$ cat src/rtl/serial_add_pkg.sv
// Shared types and constants for the bit-serial adder sequencer.
// Holds the FSM state encoding, default adder latency and counter sizing helper.
package serial_add_pkg;

  typedef enum logic [1:0] {
    IDLE = 2'd0,
    RUN  = 2'd1,
    DONE = 2'd2
  } state_e;

  localparam int unsigned ADD_LAT_DEF = 2;

  // Width of a counter that must reach lat (counts 0..lat)
  function automatic int unsigned phase_w(input int unsigned lat);
    return (lat < 32'd1) ? 32'd1 : 32'($clog2(lat + 32'd1));
  endfunction

endpackage

$ cat src/rtl/serial_shift_unit.sv
// Operand PISO registers and result SIPO register for the bit-serial adder.
// Bit 0 of each operand is driven straight to the adder, so only the upper bits are held here.
module serial_shift_unit #(
  parameter int unsigned WIDTH = 8
) (
  input  logic             clock,
  input  logic             reset_n,
  input  logic             load,
  input  logic             shift,
  input  logic [WIDTH-2:0] a_in,
  input  logic [WIDTH-2:0] b_in,
  input  logic             sum_bit,
  output logic             a_next,
  output logic             b_next,
  output logic [WIDTH-1:0] result
);

  logic [WIDTH-2:0] a_sr;
  logic [WIDTH-2:0] b_sr;

  assign a_next = a_sr[0];
  assign b_next = b_sr[0];

  // Sum bits arrive LSB first and enter at the top, so after WIDTH shifts bit 0 sits at the bottom
  always_ff @(posedge clock or negedge reset_n) begin
    if (!reset_n) begin
      a_sr   <= '0;
      b_sr   <= '0;
      result <= '0;
    end else if (load) begin
      a_sr   <= a_in;
      b_sr   <= b_in;
      result <= '0;
    end else if (shift) begin
      a_sr   <= a_sr >> 1;
      b_sr   <= b_sr >> 1;
      result <= {sum_bit, result[WIDTH-1:1]};
    end
  end

endmodule

$ cat src/rtl/serial_add_seq.sv
// Sequencer/collector around a registered 1-bit full adder: feeds operands LSB first,
// loops carry-out back to carry-in, and returns {cout,sum} over a valid/ready handshake.
module serial_add_seq
  import serial_add_pkg::*;
#(
  parameter int unsigned WIDTH   = 8,
  parameter int unsigned ADD_LAT = ADD_LAT_DEF
) (
  input  logic             clock,
  input  logic             reset_n,
  input  logic             op_valid,
  output logic             op_ready,
  input  logic [WIDTH-1:0] op_a,
  input  logic [WIDTH-1:0] op_b,
  input  logic             op_cin,
  output logic             add_a,
  output logic             add_b,
  output logic             add_cin,
  input  logic             add_sum,
  input  logic             add_cout,
  output logic             res_valid,
  input  logic             res_ready,
  output logic [WIDTH-1:0] res_sum,
  output logic             res_cout,
  output logic             busy
);

  localparam int unsigned PW = phase_w(ADD_LAT);
  localparam int unsigned IW = $clog2(WIDTH);

  state_e          state;
  state_e          state_next;
  logic [PW-1:0]   phase;
  logic [IW-1:0]   idx;
  logic            load;
  logic            shift;
  logic            last;
  logic            a_next;
  logic            b_next;

  assign last = (idx == IW'(WIDTH - 1));

  always_ff @(posedge clock or negedge reset_n) begin
    if (!reset_n) state <= IDLE;
    else          state <= state_next;
  end

  // op_ready is implied by being in IDLE; the adder result is only trusted at the last phase
  always_comb begin
    state_next = state;
    load       = 1'b0;
    shift      = 1'b0;
    unique case (state)
      IDLE: begin
        if (op_valid) begin
          load       = 1'b1;
          state_next = RUN;
        end
      end
      RUN: begin
        if (phase == PW'(ADD_LAT)) begin
          shift = 1'b1;
          if (last) state_next = DONE;
        end
      end
      DONE: begin
        if (res_ready) state_next = IDLE;
      end
      default: state_next = IDLE;
    endcase
  end

  always_ff @(posedge clock or negedge reset_n) begin
    if (!reset_n) begin
      op_ready  <= 1'b1;
      busy      <= 1'b0;
      res_valid <= 1'b0;
    end else begin
      op_ready  <= (state_next == IDLE);
      busy      <= (state_next != IDLE);
      res_valid <= (state_next == DONE);
    end
  end

  // Adder inputs stay stable for a whole bit period; carry feeds back at each sample edge
  always_ff @(posedge clock or negedge reset_n) begin
    if (!reset_n) begin
      phase    <= '0;
      idx      <= '0;
      add_a    <= 1'b0;
      add_b    <= 1'b0;
      add_cin  <= 1'b0;
      res_cout <= 1'b0;
    end else if (load) begin
      phase   <= '0;
      idx     <= '0;
      add_a   <= op_a[0];
      add_b   <= op_b[0];
      add_cin <= op_cin;
    end else if (state == RUN) begin
      if (shift) begin
        phase    <= '0;
        idx      <= idx + IW'(1);
        res_cout <= add_cout;
        if (last) begin
          add_a   <= 1'b0;
          add_b   <= 1'b0;
          add_cin <= 1'b0;
        end else begin
          add_a   <= a_next;
          add_b   <= b_next;
          add_cin <= add_cout;
        end
      end else begin
        phase <= phase + PW'(1);
      end
    end
  end

  serial_shift_unit #(
    .WIDTH (WIDTH)
  ) u_shift (
    .clock   (clock),
    .reset_n (reset_n),
    .load    (load),
    .shift   (shift),
    .a_in    (op_a[WIDTH-1:1]),
    .b_in    (op_b[WIDTH-1:1]),
    .sum_bit (add_sum),
    .a_next  (a_next),
    .b_next  (b_next),
    .result  (res_sum)
  );

endmodule

$ cat config.mk
export PLATFORM = sky130hd
export DESIGN_NAME = serial_add_seq
export DESIGN_NICKNAME = d
export VERILOG_FILES = /design/src/rtl/serial_add_pkg.sv /design/src/rtl/serial_shift_unit.sv /design/src/rtl/serial_add_seq.sv
export SDC_FILE = /design/constraint.sdc
export NUM_CORES = 1
export LEC_CHECK = 0
export ABC_AREA = 1
export CAP_MARGIN = 30
export CORE_MARGIN = 3
export CORE_UTILIZATION = 49
export DETAILED_ROUTE_END_ITERATION = 10
export GPL_ROUTABILITY_DRIVEN = 0
export PLACE_DENSITY = 0.78
export SKIP_CTS_REPAIR_TIMING = 1
export SLEW_MARGIN = 20
export SYNTH_ARGS = -nofsm -noshare
export SYNTH_HDL_FRONTEND = slang
export SYNTH_SLANG_ARGS = --single-unit
$ cat constraint.sdc
create_clock -name clock -period 1.4 [get_ports clock]
set_input_delay 0.14 -clock clock [delete_from_list [all_inputs] [get_ports clock]]
set_output_delay 0.14 -clock clock [all_outputs]
set_load 0.02 [all_outputs]
## Word-level counts from Yosys, hierarchy flattened

Index checks and enable logic that the tools add are counted.

| word-level totals | value |
|---|---|
| bits in registers | 36 |
| input port bits | 23 |
| output and inout port bits | 15 |
| word-level logic and storage cells | 61 |

| operators by class | value |
|---|---|
| $add $sub $neg | 2 |
| equality and inequality tests | 5 |
| mux-type cells | 33 |
| bitwise operators | 1 |
| reductions and logical operators | 7 |

Operators with widths:

| kind | count |
|---|---|
| $mux W7 | 4 |
| $mux W1 | 16 |
| $mux W8 | 2 |
| $mux W2 | 7 |
| $mux W3 | 3 |
| $eq A2 B2 Y1 const B | 3 |
| $pmux W2 S3 | 1 |
| $reduce_bool A2 Y1 | 3 |
| $logic_not A2 Y1 | 2 |
| $add A3 B1 Y3 const B | 1 |
| $eq A3 B3 Y1 const B | 1 |
| $reduce_and A3 Y1 | 1 |
| $add A2 B1 Y2 const B | 1 |
| $eq A2 B1 Y1 const B | 1 |
| $reduce_and A2 Y1 | 1 |
| $not A1 Y1 | 1 |

## Longest topological paths before layout

| depth | value |
|---|---|
| depth after elaboration | 6 |
| gate-level depth with buffers | 7 |
| gate-level depth less buffers | 7 |

## Cells and area by module

Synthesis repeated with hierarchy kept, for this count alone.

| unflattened totals | value |
|---|---|
| cells, all modules | 194 |
| area total of the unflattened synthesis | 1642.8 um^2 |

By module, submodules not included:

| module | times used | cells each | area an instance (um^2) | sequential area each (um^2) |
|---|---|---|---|---|
| serial_shift_unit | 1 | 112 | 968.4 | 550.5 |
| serial_add_seq | 1 | 82 | 674.4 | 351.6 |

## Worst setup path before layout

OpenSTA, ideal clock, no wires.

| timing path | value |
|---|---|
| kind | register to register |
| start | register state[1] |
| end | register add_b |
| library setup time | 0.117 ns |
| data arrival time | 1.023 ns |
| data required time | 1.283 ns |
| setup slack | 0.261 ns |
| cell stages (with the launch flop) | 8 |
| buffers on the path | 1 |
| clock period less this slack | 1.139 ns |
| path through | dfrtp_1 > nor2_2 > nand2_2 > buf_2 > nand2_1 > nand2_1 > nand2_1 > nand2_1 |

| between the ends | value |
|---|---|
| word-level cells in the longest chain between the ends | 4 |
| elaborated cells between the ends (all ways) | 8 |
| those cells by class | 1 x eq/ne; 3 x mux; 4 x reduce/logical |

Ends and longest elaborated chain:

| item | RTL line | source |
|---|---|---|
| start: declaration | serial_add_seq.sv:31 | `state_e state;` |
| start signal: assignment | serial_add_seq.sv:45 | `else state <= state_next;` |
| $eq A2 B1 Y1 / $logic_not A2 Y1 (equally long branches) | serial_add_seq.sv:53, serial_add_seq.sv:100 |  |
| $mux W1 | serial_add_seq.sv:53 | `unique case (state)` |
| $reduce_bool A2 Y1 (no line) | -- |  |
| $reduce_and A2 Y1 (no line) | -- |  |
| end signal: assignment | serial_add_seq.sv:98 | `add_b <= op_b[0];` |
| end signal: assignment | serial_add_seq.sv:111 | `add_b <= b_next;` |
| end: declaration | serial_add_seq.sv:17 | `output logic add_b,` |

Parallel ways exist; a longest one is shown, timed or not.
A chain may end at the register's enable or synchronous reset.

## Final worst setup path

| timing path | value |
|---|---|
| start | register idx[0] |
| end | register busy |

| between the ends | value |
|---|---|
| word-level cells in the longest chain between the ends | 5 |

Ends and longest elaborated chain:

| item | RTL line | source |
|---|---|---|
| start: declaration | serial_add_seq.sv:34 | `logic [IW-1:0] idx;` |
| start signal: assignment | serial_add_seq.sv:103 | `idx <= idx + IW'(1);` |
| $eq A3 B3 Y1 | serial_add_seq.sv:41 | `assign last = (idx == IW'(WIDTH - 1));` |
| $mux W2 | serial_add_seq.sv:63 | `if (last) state_next = DONE;` |
| $mux W2 | serial_add_seq.sv:61 | `if (phase == PW'(ADD_LAT)) begin` |
| $pmux W2 S3 | serial_add_seq.sv:53 |  |
| $reduce_bool A2 Y1 | serial_add_seq.sv:80 | `busy <= (state_next != IDLE);` |
| end signal: assignment | serial_add_seq.sv:80 |  |
| end: declaration | serial_add_seq.sv:25 | `output logic busy` |

Every way passes these cells.

==> metrics.log <==
INFO  metric drt-vias-per-instance = 4.91
INFO  metric post_detailed_route_count_of_antenna_violating_nets = 0
INFO  metric worstSetupPathType = reg -> reg
INFO  metric hold_viol_final = 0
INFO  metric hold_path.class = in -> async
INFO  metric yosys.area_share.simple = 36.4%
INFO  metric fp.coreArea = 3150 um^2
INFO  metric post_synth_num_cell_types = 19
INFO  metric ys_top_cells_by_area = dfrtp_1 (52%), nand2_1 (20%), nand3_1 (13%), inv_1 (1.8%), dfstp_2 (1.6%)
INFO  metric power_report.internal_total = between 2 and 2.5 mW
INFO  metric use_met1 = 25.5%
INFO  metric post-route-period-util = 93.8%
INFO  metric synth.avg_cell_area = between 8 and 9 um^2
INFO  metric mappedNetlistArea = around 1700 um^2
INFO  metric required = 1.63 ns
INFO  metric power.switching_fraction = 39.5%
INFO  metric cellPowerDensity = between 1500 and 2000 nW/um^2
INFO  metric synthesis.instances = approximately 210
INFO  metric grt_start_max_net_pins = 37
INFO  metric status = finished, final reports clean
INFO  metric grt_util_met2 = 27.2%
INFO  metric clock_root_buffer_master = clkbuf_4
INFO  metric total_switching_power = between 1.5 and 2 mW
INFO  metric tritoncts.num_buffers = 5
INFO  metric synthArstFlopShare = 100%
INFO  metric num_rows = 20
INFO  metric finalSetupViolations = 0
INFO  metric relSlewSlack = 84.0%
INFO  metric seq_area = ~900 um^2
INFO  metric die_width = between 60 and 70 um
INFO  metric dpl.hpwl = around 2.5 mm
INFO  metric grt.overflow.total = 0
INFO  metric synthesis.nets = 233
INFO  metric grt_antenna_before_repair = 0
INFO  metric first_iter_violations = 95
INFO  metric worst_setup_hold_path_clk_slew = 0.12 ns
INFO  metric slew_violations = 0
INFO  metric power.share.clock = between 10% and 20%
INFO  metric multiInputGateArea = roughly 670 um^2
INFO  metric static-leakage-power = about 1.4 nW
INFO  metric min_period = ~1.3 ns
INFO  metric cts_buffer_depth = 2
INFO  metric max_freq = 762 MHz
INFO  metric place_inst = 288
INFO  metric remaining_drc_errors = 0
INFO  metric post_synth_fa_ha_maj_area_fraction = ~1.5%
INFO  metric grt_most_used_layer = met2
INFO  metric vdd.ir_drop.worst = 0.970 mV
INFO  metric met3_use_gr = 5.27%
INFO  metric pin_count = 38
INFO  metric totalWireLength = 3.47 mm
INFO  metric synth-xor-area-share = 0%
INFO  metric tritoncts = done
INFO  metric total_number_of_nets_in_the_final_design = about 280
INFO  metric skew = 0.0156 ns
INFO  metric worst_pin_slew = 0.240 ns
INFO  metric share_seq_of_total_power = 40.6%
INFO  metric routedWlPerCell = 11.7 um
INFO  metric synth-seq-cells = 36
INFO  metric floorplan.die_area = 4140 um^2
INFO  metric grt_usage = 18.3%
INFO  metric clk_latency = around 0.35 ns
INFO  metric synth_warn = 0
INFO  metric fraction_of_the_mapped_netlist_area_in_compound_gates = 2.10%
INFO  metric post_layout_nonfiller_instances = 296
INFO  metric flow.area_growth_from_synthesis = 33.7%
INFO  metric synth_top_cell_area_share = 52.5%
INFO  metric maxCapViolations = 0
INFO  metric worstPathMaxFanout = 5
INFO  metric clock-sinks = 36
INFO  metric routed-via-count = 1453
INFO  metric synth_top_family_by_area = simple AND/OR/NAND/NOR gates
INFO  metric die_y_extent = 64.4 um
INFO  metric setup.worst_path.start_class = flip-flop
INFO  metric firstDrtPassIters = 6
INFO  metric synth_seq_area_share = approximately 54%
INFO  metric count_of_buffers_from_port_buffering = 37
INFO  metric filler_cell_count = about 260
INFO  metric dominantRegCellSynth = dfrtp_1
INFO  metric final.hold.worst_slack = 0.141 ns
INFO  metric cp-end-kind = flip-flop
INFO  metric cts-htree-levels = 2
INFO  metric number_of_antenna_repair_diodes = 0
INFO  metric first_global_vias = 1298
INFO  metric post_route_cells_drive_above_1_share = 9.52%
INFO  metric synth_edf_count = 0
INFO  metric floorplan.initialDensity = a little over half
INFO  metric grt_first_pass_wirelength = 5.81 mm
INFO  metric p_comb_share = 44.4%
INFO  metric muxShareOfSynthArea = 0%
INFO  metric arrival_time_at_the_worst_endpoint = 1.55 ns
INFO  metric yosys.area.top_type = dfrtp_1
==> synth_stat cells (2+ instances only) <==
cell type,instances
nand2_1,87
nand3_1,43
dfrtp_1,35
inv_1,8
nor2_1,7
buf_2,5
buf_4,3
nor2_2,3
o21ai_0,3
o21ai_1,3
clkbuf_1,2
ha_1,2
==> logic make-up after synthesis <==
logic type	after synthesis
adder cells (fa/ha/maj)	2
flip-flops	36
AND/OR/NAND/NOR	143
AO/OA/AOI/OAI	7
buffers and inverters	20
==> state kept, by name, indices dropped and copies added, names as in the netlist, 2 cells and up <==
signal and cells:
state 2, u_shift.b_sr 7, phase 2, idx 3
u_shift.result 8, u_shift.a_sr 7
==> per-stage QoR <==
step | TNS (ns) | worst slack [ns] | area (um^2) | power, mW | util [%]
global placement | 0 | 0.115 | 2130 | 3.43 | 67.5
global route | -0.0103 | -0.00579 | 2230 | 4.31 | 70.8
finish | 0 | 0.0872 | 2230 | 3.99 | 70.8
floorplan | 0 | 0.261 | 1670 | 2.76 | -
CTS | -1.21 | -0.214 | 2190 | 4.05 | 69.5
detailed placement | 0 | 0.0934 | 2130 | 3.46 | 67.5
==> worst max-delay path: stages (launching register included) <==
cell	delay [ns]
dfrtp_1	0.39
ha_1	0.16
ha_1	0.26
inv_1	0.07
nor2_1	0.14
nand2_1	0.06
nand2_1	0.06
nand3_1	0.07
==> metal layers <==
layer	up-vias	share of wire, %
met2	33	46
li1	750	-
met5	-	0
met1	665	47
met4	0	1.3
met3	5	5.2
==> worst paths after layout <==
check | to | slack (ns) | depth (start not counted) | start
hold / removal | u_shift.b_sr[6] | 0.14 | 2 | reset_n
hold reg to reg | idx[0] | 0.50 | 1 | idx[0]
min in group clock | u_shift.b_sr[6] | 0.32 | 3 | op_b[7]
setup / recovery | busy | 0.09 | 7 | idx[0]
setup reg to reg | busy | 0.09 | 7 | idx[0]
max in group asynchronous | op_ready | 1.00 | 2 | reset_n
==> final cells by class <==
| class | count | area share [%] |
|---|---|---|
| inverters | 9 | 1.51 |
| clock buffers | 7 | 2.47 |
| clock inverters | 1 | 0.337 |
| well taps | 44 | 2.47 |
| flip-flops and latches | 36 | 40.4 |
| repair buffers | 47 | 22.8 |
| multi-input cells | 152 | 30.0 |
==> cells in the final DEF (no fill, tap or decap) <==
master           instances
nor2_1                   7
clkbuf_4                 5
nand2_2                  2
a21oi_1                  1
clkbuf_8                 1
clkinvlp_4               1
nand3b_1                 1
buf_4                    8
inv_1                    8
dfstp_2                  1
buf_12                   2
nand4_1                  1
clkbuf_1                 1
clkdlybuf4s50_1         22
o21ai_1                  3
dfrtp_1                 35
nor2_2                   3
dlymetal6s2s_1          15
o21ai_0                  3
nand2_1                 86
inv_2                    1
ha_1                     2
nand3_1                 43
==> power by group through the flow <==
stage | clock network, mW | registers, mW | logic (mW)
after floorplan | 0 | 1.83 | 0.934
after global placement | 0 | 1.65 | 1.78
after detailed placement | 0 | 1.65 | 1.81
after CTS | 0.610 | 1.63 | 1.82
after global routing | 0.655 | 1.67 | 1.99
final | 0.600 | 1.62 | 1.77
No activity file was read; power rests on OpenSTA's default activity.
